[config.mk]
export PLATFORM = sky130hd
export DESIGN_NAME = lu_op_decoder
export DESIGN_NICKNAME = d
export VERILOG_FILES = /design/src/rtl/lu_pkg.sv /design/src/rtl/lu_ref_eval.sv /design/src/rtl/lu_op_decoder.sv
export SDC_FILE = /design/constraint.sdc
export NUM_CORES = 1
export LEC_CHECK = 0
export BUFFER_PORTS_ARGS = -buffer_cell sky130_fd_sc_hd__buf_4
export CORE_UTILIZATION = 51
export DETAILED_ROUTE_END_ITERATION = 6
export GPL_TIMING_DRIVEN = 1
export PLACE_DENSITY = 0.89
export SKIP_LAST_GASP = 1
export SLEW_MARGIN = 20
export SYNTH_ARGS = -nofsm -noshare
export SYNTH_HDL_FRONTEND = slang
export SYNTH_SLANG_ARGS = --single-unit
[constraint.sdc]
create_clock -name clk -period 2.9 [get_ports clk]
set_clock_uncertainty 0.15 [all_clocks]
set_input_delay 0.29 -clock clk [delete_from_list [all_inputs] [get_ports clk]]
set_output_delay 0.29 -clock clk [all_outputs]
set_load 0.01 [all_outputs]
[src/rtl/lu_pkg.sv]
// Shared definitions for the logic-unit op decoder.
//
// Holds the op-select encodings reported on op_found, the decoder state
// encodings, the default sample budget per decode run, and a small popcount
// helper used when classifying the candidate mask.
package lu_pkg;

  // Select values of the unknown logic unit, in candidate-mask bit order
  typedef enum logic [1:0] {
    OP_OR   = 2'b00,
    OP_NOR  = 2'b01,
    OP_XOR  = 2'b10,
    OP_XNOR = 2'b11
  } op_sel_e;

  typedef enum logic [1:0] {
    ST_IDLE    = 2'b00,
    ST_OBSERVE = 2'b01,
    ST_DONE    = 2'b10
  } state_e;

  localparam int MAX_SAMPLES_DEFAULT = 4;

  localparam logic [3:0] CAND_ALL = 4'b1111;

  function automatic logic [2:0] popcount4(input logic [3:0] v);
    popcount4 = 3'(v[0]) + 3'(v[1]) + 3'(v[2]) + 3'(v[3]);
  endfunction

endpackage

[src/rtl/lu_ref_eval.sv]
// Reference evaluator for the four candidate operations.
//
// Applies every candidate op to the operand pair and reports which ones
// agree with the observed result bit.
//   a, b  : operand bits applied to the unknown logic unit
//   s     : observed result bit
//   cons  : bit i set when op i (lu_pkg::op_sel_e order) applied to (a, b)
//           yields s
module lu_ref_eval
  import lu_pkg::*;
(
  input  logic       a,
  input  logic       b,
  input  logic       s,
  output logic [3:0] cons
);

  always_comb begin
    cons           = 4'b0000;
    cons[OP_OR]    = ((a | b) == s);
    cons[OP_NOR]   = (~(a | b) == s);
    cons[OP_XOR]   = ((a ^ b) == s);
    cons[OP_XNOR]  = (~(a ^ b) == s);
  end

endmodule

[src/rtl/lu_op_decoder.sv]
// Decodes which op (OR, NOR, XOR, XNOR) an unknown logic unit performs by
// eliminating candidates against observed (a, b, s) samples.
//
// Ports:
//   clk, reset        : rising-edge clock, asynchronous active-high reset
//   start             : begin (or restart) a decode run
//   in_valid, a, b, s : observed sample from the unknown unit
//   in_ready          : a sample is accepted this cycle (OBSERVE only)
//   done              : run finished, status outputs valid
//   op_found          : decoded select when found=1, else 00
//   found/ambiguous/error : one / two or more / zero candidates remain
//   cand              : candidate mask, bit i = op i still consistent
//   sample_count      : samples accepted in the current run
module lu_op_decoder
  import lu_pkg::*;
#(
  parameter int MAX_SAMPLES = MAX_SAMPLES_DEFAULT
) (
  input  logic       clk,
  input  logic       reset,
  input  logic       start,
  input  logic       in_valid,
  input  logic       a,
  input  logic       b,
  input  logic       s,
  output logic       in_ready,
  output logic       done,
  output logic [1:0] op_found,
  output logic       found,
  output logic       ambiguous,
  output logic       error,
  output logic [3:0] cand,
  output logic [2:0] sample_count
);

  state_e     state_q, state_d;
  logic [3:0] cand_q, cand_d;
  logic [2:0] count_q, count_d;
  logic [3:0] cons;
  logic [2:0] cand_pop;

  lu_ref_eval u_ref_eval (
    .a    (a),
    .b    (b),
    .s    (s),
    .cons (cons)
  );

  always_ff @(posedge clk or posedge reset) begin
    if (reset) begin
      state_q <= ST_IDLE;
      cand_q  <= CAND_ALL;
      count_q <= 3'd0;
    end else begin
      state_q <= state_d;
      cand_q  <= cand_d;
      count_q <= count_d;
    end
  end

  // start always wins over a sample offered in the same cycle, so a restart
  // never folds a stale observation into the fresh candidate mask.
  always_comb begin
    state_d = state_q;
    cand_d  = cand_q;
    count_d = count_q;
    unique case (state_q)
      ST_IDLE, ST_DONE: begin
        if (start) begin
          state_d = ST_OBSERVE;
          cand_d  = CAND_ALL;
          count_d = 3'd0;
        end
      end
      ST_OBSERVE: begin
        if (start) begin
          cand_d  = CAND_ALL;
          count_d = 3'd0;
        end else if (in_valid) begin
          cand_d  = cand_q & cons;
          count_d = count_q + 3'd1;
          if ((popcount4(cand_d) <= 3'd1) || (count_d == 3'(MAX_SAMPLES))) begin
            state_d = ST_DONE;
          end
        end
      end
      default: begin
        state_d = ST_IDLE;
        cand_d  = CAND_ALL;
        count_d = 3'd0;
      end
    endcase
  end

  // Status is decoded purely from registered state and mask.
  always_comb begin
    cand_pop  = popcount4(cand_q);
    in_ready  = (state_q == ST_OBSERVE);
    done      = (state_q == ST_DONE);
    found     = done && (cand_pop == 3'd1);
    ambiguous = done && (cand_pop >= 3'd2);
    error     = done && (cand_pop == 3'd0);
    op_found  = OP_OR;
    if (found) begin
      unique case (cand_q)
        4'b0010: op_found = OP_NOR;
        4'b0100: op_found = OP_XOR;
        4'b1000: op_found = OP_XNOR;
        default: op_found = OP_OR;
      endcase
    end
  end

  assign cand         = cand_q;
  assign sample_count = count_q;

endmodule

* After elaboration in Yosys (flattened, before gate mapping)
Index checks and enable logic that the tools add are counted.
** Storage, ports and cells
- Input port bits :: 7
- Output and inout port bits :: 14
- Flip-flop bits (word level) :: 9
** Cells by class
- Bitwise gates (word level) :: 5
- Muxes and demuxes :: 15
- Reductions and logical operators :: 9
- Eq/ne operators :: 16
- $add $sub $neg :: 7
- $lt $le $gt $ge :: 2
** Operators by type and width (number)
- 4-bit two-way mux :: 3
- 2-bit two-way mux :: 5
- 3-bit two-way mux :: 3
- 4-bit one-hot mux with 2 select lines :: 1
- 2-bit by 1-bit adder with 3-bit output :: 2
- 3-bit by 1-bit adder with 3-bit output :: 2
- 2-bit inequality test (second input constant) :: 3
- 2-bit one-hot mux with 3 select lines :: 1
- 3-bit one-hot mux with 2 select lines :: 1
- 1-bit by 1-bit adder with 2-bit output :: 2
- 4-bit bitwise AND :: 1
- 1-bit equality test :: 4
- 4-bit by 2-bit equality test with 1-bit output (second input constant) :: 1
- 4-bit by 3-bit equality test with 1-bit output (second input constant) :: 1
- 4-bit equality test (second input constant) :: 1
- 2-bit one-hot mux with 2 select lines :: 1
- 4-bit AND reduction :: 1
- 3-bit by 1-bit adder with 3-bit output (second input constant) :: 1
- 3-bit by 1-bit equality test with 1-bit output (second input constant) :: 1
- 3-bit equality test (second input constant) :: 1
- 3-bit by 2-bit greater-or-equal comparator with 1-bit output (second input constant) :: 1
- 3-bit by 1-bit <= comparator with 1-bit output (second input constant) :: 1
- 1-bit logical AND :: 3
- 3-bit zero test :: 1
- other kinds (11) :: 12

* Longest topological paths before layout
- Word-level depth :: 13
- Gate-level depth with buffers :: 11
- Depth with buffers taken out :: 11

* By module
Synthesis repeated with hierarchy kept, for this count alone.
** Unflattened totals
- Cell total of the unflattened synthesis :: 91
- Area, all modules :: 819.5 um^2
** Modules (own cells, without submodules)
- lu_op_decoder :: cells each 84, area each 764.5 um^2, instances 1
- lu_ref_eval :: cells each 7, area each 55.1 um^2, instances 1

* Least setup slack after synthesis
OpenSTA, ideal clock, no wires.
- Path kind :: register -> output
- From :: register cand_q[0] (netlist: cand[0])
- To :: output op_found[0]
- Arrival time :: 2.424 ns
- Cell stages (with the launch flop) :: 9
- Buffers on the path :: 0
- Slack :: 0.036 ns
- Data required time :: 2.460 ns
- Cell sequence :: dfstp_2 -> inv_1 -> fa_1 -> inv_1 -> ha_1 -> inv_1 -> ha_1 -> or4b_4 -> nor3_2
** On the way
- Cells in the longest elaborated chain, start to end :: 6
** RTL lines
- from (decl) :: RTL line lu_op_decoder.sv:37 : logic [3:0] cand_q, cand_d;
- from (signal assigned) :: RTL line lu_op_decoder.sv:56 : cand_q <= cand_d;
- 1-bit by 1-bit adder with 2-bit output :: RTL line lu_pkg.sv:27 : popcount4 = 3'(v[0]) + 3'(v[1]) + 3'(v[2]) + 3'(v[3]);
- 2-bit by 1-bit adder with 3-bit output :: RTL line lu_pkg.sv:27
- 3-bit by 1-bit adder with 3-bit output :: RTL line lu_pkg.sv:27
- 3-bit by 1-bit equality test with 1-bit output :: RTL line lu_op_decoder.sv:100 : found = done && (cand_pop == 3'd1);
- 1-bit logical AND :: RTL line lu_op_decoder.sv:100
- 2-bit two-way mux * :: RTL line lu_op_decoder.sv:104 : if (found) begin
- to (decl) :: RTL line lu_op_decoder.sv:28 : output logic [1:0] op_found,
Mark *: on every way between the ends. The rest lies on a longest branch, timed or not.

* Worst setup path in the final report
Ends and elaborated chain as after synthesis.

==> key figures <==
Worst setup path
  – Crit path kind: flop to primary output
  – Nature of the critical path startpoint: flop
  – Reg2reg end: state_q[0]$_DFFE_PP0P_
  – Critical path arrival: approximately 2.7 ns
  – Reg2reg start: cand[1]$_DFFE_PP1P_
  – Kind of end point of the critical path: primary output
  – Worst r2r path cells: 11
  – Worst Setup SP: cand[0]$_DFFE_PP1P_
  – CP max FO: 3
  – CP max stage delay: around 0.57 ns
  – R2r setup slk: 0.25 ns
  – Worst path required time: roughly 2.5 ns
  – CP Cell Sequence: inv_2 > fa_1 > inv_2 > ha_4 > inv_2 > ha_4 > or4b_4 > nor3_4 > buf_4
  – Setup crit end: op_found[0]
  – CP max stage cell: fa_1
  – Crit path top cell by count: inv_2

CTS
  – Max clock buf depth: 2
  – H-tree Lvls: 1
  – Clk pin slew, worst setup/hold paths: approximately 0.060 ns
  – CTS sink count: 9
  – Clock tree from TritonCTS: built
  – Clk root buf: clkbuf_4
  – Cts bufs inserted: 3
  – Worst-skew pair later-pin latency: about 0.26 ns

Logic synthesis
  – Seq/Total Area, Yosys: 0.290
  – #FFs+latches synth: 9
  – Netlist cell types: 28
  – Cell count after synthesis: 85
  – Avg Inst Size Synth: ~9.3 sq um
  – Dominant cells by area after synthesis: ha_1, dfrtp_1, dfstp_2
  – Leading area contributor after synthesis: ha_1
  – Synthesized cell area: 793 sq um
  – Post-synth top area share: 0.189
  – Mapped Nets: approximately 110
  – Yosys Warn Count: 0

Placement
  – DP Area: ~0.0010 sq mm
  – Final Wtd Congestion: 0.721
  – # placed instances: 130
  – Port Buffers: 20
  – Post-DP HPWL: about 1.4 mm

Power and ir drop
  – Leakage Power: 0.648 nW
  – Net Sw Power: around 0.31 mW
  – Pwr dens: 673 mW/mm^2
  – Maximum vdd drop: around 0.00047 V
  – Clk network pwr share: 0.123
  – Comb pwr share: 0.627
  – Switch share: 0.391
  – Pint: a little under 0.5 mW
  – Flop pwr share: 0.249

Floorplanning
  – Die W: roughly 41 um
  – Initial Util: 0.581
  – Rows: 13
  – Boundary Pins: 21
  – DIE AREA: between 0.0015 and 0.002 sq mm
  – Core ar.: 0.00137 sq mm
  – Die height: approximately 41 um

Routing
  – 1st-pass router iterations: 6
  – WL final: around 2.1 mm
  – Post-route ant nets: 0
  – Vias per Instance: 5.30
  – Drt first-iter violations: 9
  – Vias after detailed routing: ~760
  – Drc violations: 0
  – Drt wl/cell: 14.4 um

Final layout
  – Multi-input combinational cell area: around 550 sq um
  – Nets: between 150 and 200
  – Layout area overhead: 50.2%
  – Commonest non-fill, non-tap cell in the layout: buf_4
  – Layout cells sized above 1: 0.481
  – Final cell count without fillers: between 100 and 150
  – FF+latch area: ~230 sq um
  – Number of diodes: 0
  – # fillers: 71
  – Final instance area: 0.00119 sq mm
  – Most frequent cells in the layout: buf_4, inv_1, ha_1, nor2_1, nand2_1

Timing
  – Fmax: approximately 320 MHz
  – Period utilization: 1.07
  – Final number of setup-violating endpoints: 3
  – Worst-Margin Slew: 0.339 ns
  – Max-slew violation count: 0
  – Final setup TNS: -0.501 ns
  – Final hold vios: 0
  – Fin crit period: between 3 and 4 ns
  – Max-slew headroom: 0.774
  – Final Worst Setup Slack: -0.206 ns
  – Unrepaired setup endpoints after global routing: true

Run status
  – Run status: finished with violations
  – Failing checks: negative setup slack

Global routing
  – All-Layer GR Usage: 0.271
  – Largest net degree at the start of global routing: 12
  – GRT overflow: 0
  – First-pass GRT wire length: roughly 3.6 mm
  – Number of global-route vias before repair: ~830
  – Initial antenna violation count: 0

Run
  – Maxcap violations: 0

Worst hold path
  – Hold Path Class: primary input to flop
-- synth_stat cells --
| cell | count |
|---|---|
| a21oi_1 | 2 |
| a222oi_1 | 1 |
| a2bb2oi_1 | 1 |
| and2_1 | 2 |
| and2b_1 | 1 |
| and4bb_2 | 1 |
| clkbuf_1 | 1 |
| dfrtp_1 | 5 |
| dfstp_2 | 4 |
| fa_1 | 2 |
| ha_1 | 12 |
| inv_1 | 16 |
| mux2_2 | 1 |
| mux2i_1 | 3 |
| nand2_1 | 6 |
| nand2b_4 | 1 |
| nor2_1 | 7 |
| nor3_1 | 4 |
| nor3_2 | 1 |
| nor3b_1 | 1 |
| nor4_1 | 1 |
| o21a_2 | 1 |
| o21bai_1 | 2 |
| o22ai_1 | 3 |
| o31a_1 | 1 |
| or4b_4 | 1 |
| xnor2_1 | 1 |
| xor2_1 | 3 |
-- worst max-delay path, delay by kind of cell (launching register included) --
family        cells  cell delay [ns]
fa+ha+maj         3             0.92
buf+inv           4             0.31
flops             1             0.54
simple gates      2             0.65
-- sequential cells by signal (all words and copies together), names as in the netlist --
register      flops
cand              4
sample_count      3
state_q           2
-- power groups by stage --
stage / Combinational (mW) / Sequential [mW] / Clock, mW
finish: 0.503 / 0.200 / 0.0986
global route: 0.551 / 0.206 / 0.104
CTS: 0.462 / 0.197 / 0.0985
detailed placement: 0.407 / 0.199 / 0
global placement: 0.387 / 0.197 / 0
floorplan: 0.232 / 0.205 / 0
-- kinds of logic after synthesis --
logic type / share of synthesized area
AOI/OAI and AO/OA: 0.101
xor gates and xnor gates: 0.0442
adders and majority gates: 0.240
buffers and inverters: 0.0804
DFF: 0.290
muxes: 0.0521
and+or+nand+nor: 0.192
-- final cells by class --
class | count | share of cell area
clock buffer | 4 | 0.0221
inverter | 16 | 0.0504
multi-input combinational | 59 | 0.458
sequential | 9 | 0.193
tap | 15 | 0.0158
timing repair buffer | 41 | 0.261
-- metrics by stage --
stage                     power, mW  worst slack, ns  hold WS (ns)   util
final                         0.802           -0.206         0.156  0.872
after global routing          0.861           -0.278         0.164  0.872
after CTS                     0.758           -0.112         0.158  0.851
after detailed placement      0.606          -0.0178         0.126  0.762
after global placement        0.584           0.0484         0.115  0.762
after floorplan               0.437           0.0362       -0.0349      -
-- how the worst min path moves through the flow --
stage,from,to,slack [ns],cells after the start
2_1_floorplan,reset,sample_count[0]$_DFFE_PP0P_,-0.03,1
3_3_place_gp,reset,sample_count[1]$_DFFE_PP0P_,0.11,2
3_5_place_dp,reset,sample_count[0]$_DFFE_PP0P_,0.13,2
4_1_cts,in_valid,state_q[1]$_DFFE_PP0P_,0.16,3
5_1_grt,in_valid,state_q[1]$_DFFE_PP0P_,0.16,3
6_report,in_valid,state_q[1]$_DFFE_PP0P_,0.16,3
-- metal layers --
metal,global-route usage,part of all wire,up-vias
met5,0,0,-
met2,0.481,0.54,24
met4,0.161,0.018,0
met3,0.0304,0.036,6
met1,0.307,0.41,366
li1,-,-,367
-- what timing repair did --
action	in CTS	in global routing
cloned	0	0
endpoints found under the hold margin	5	0
endpoints found under the setup margin	3	4
resized for setup	5	6
hold buffers	1	0
buffers inserted	9	0
pin swaps	3	1
No activity file was read; power rests on OpenSTA's default activity.
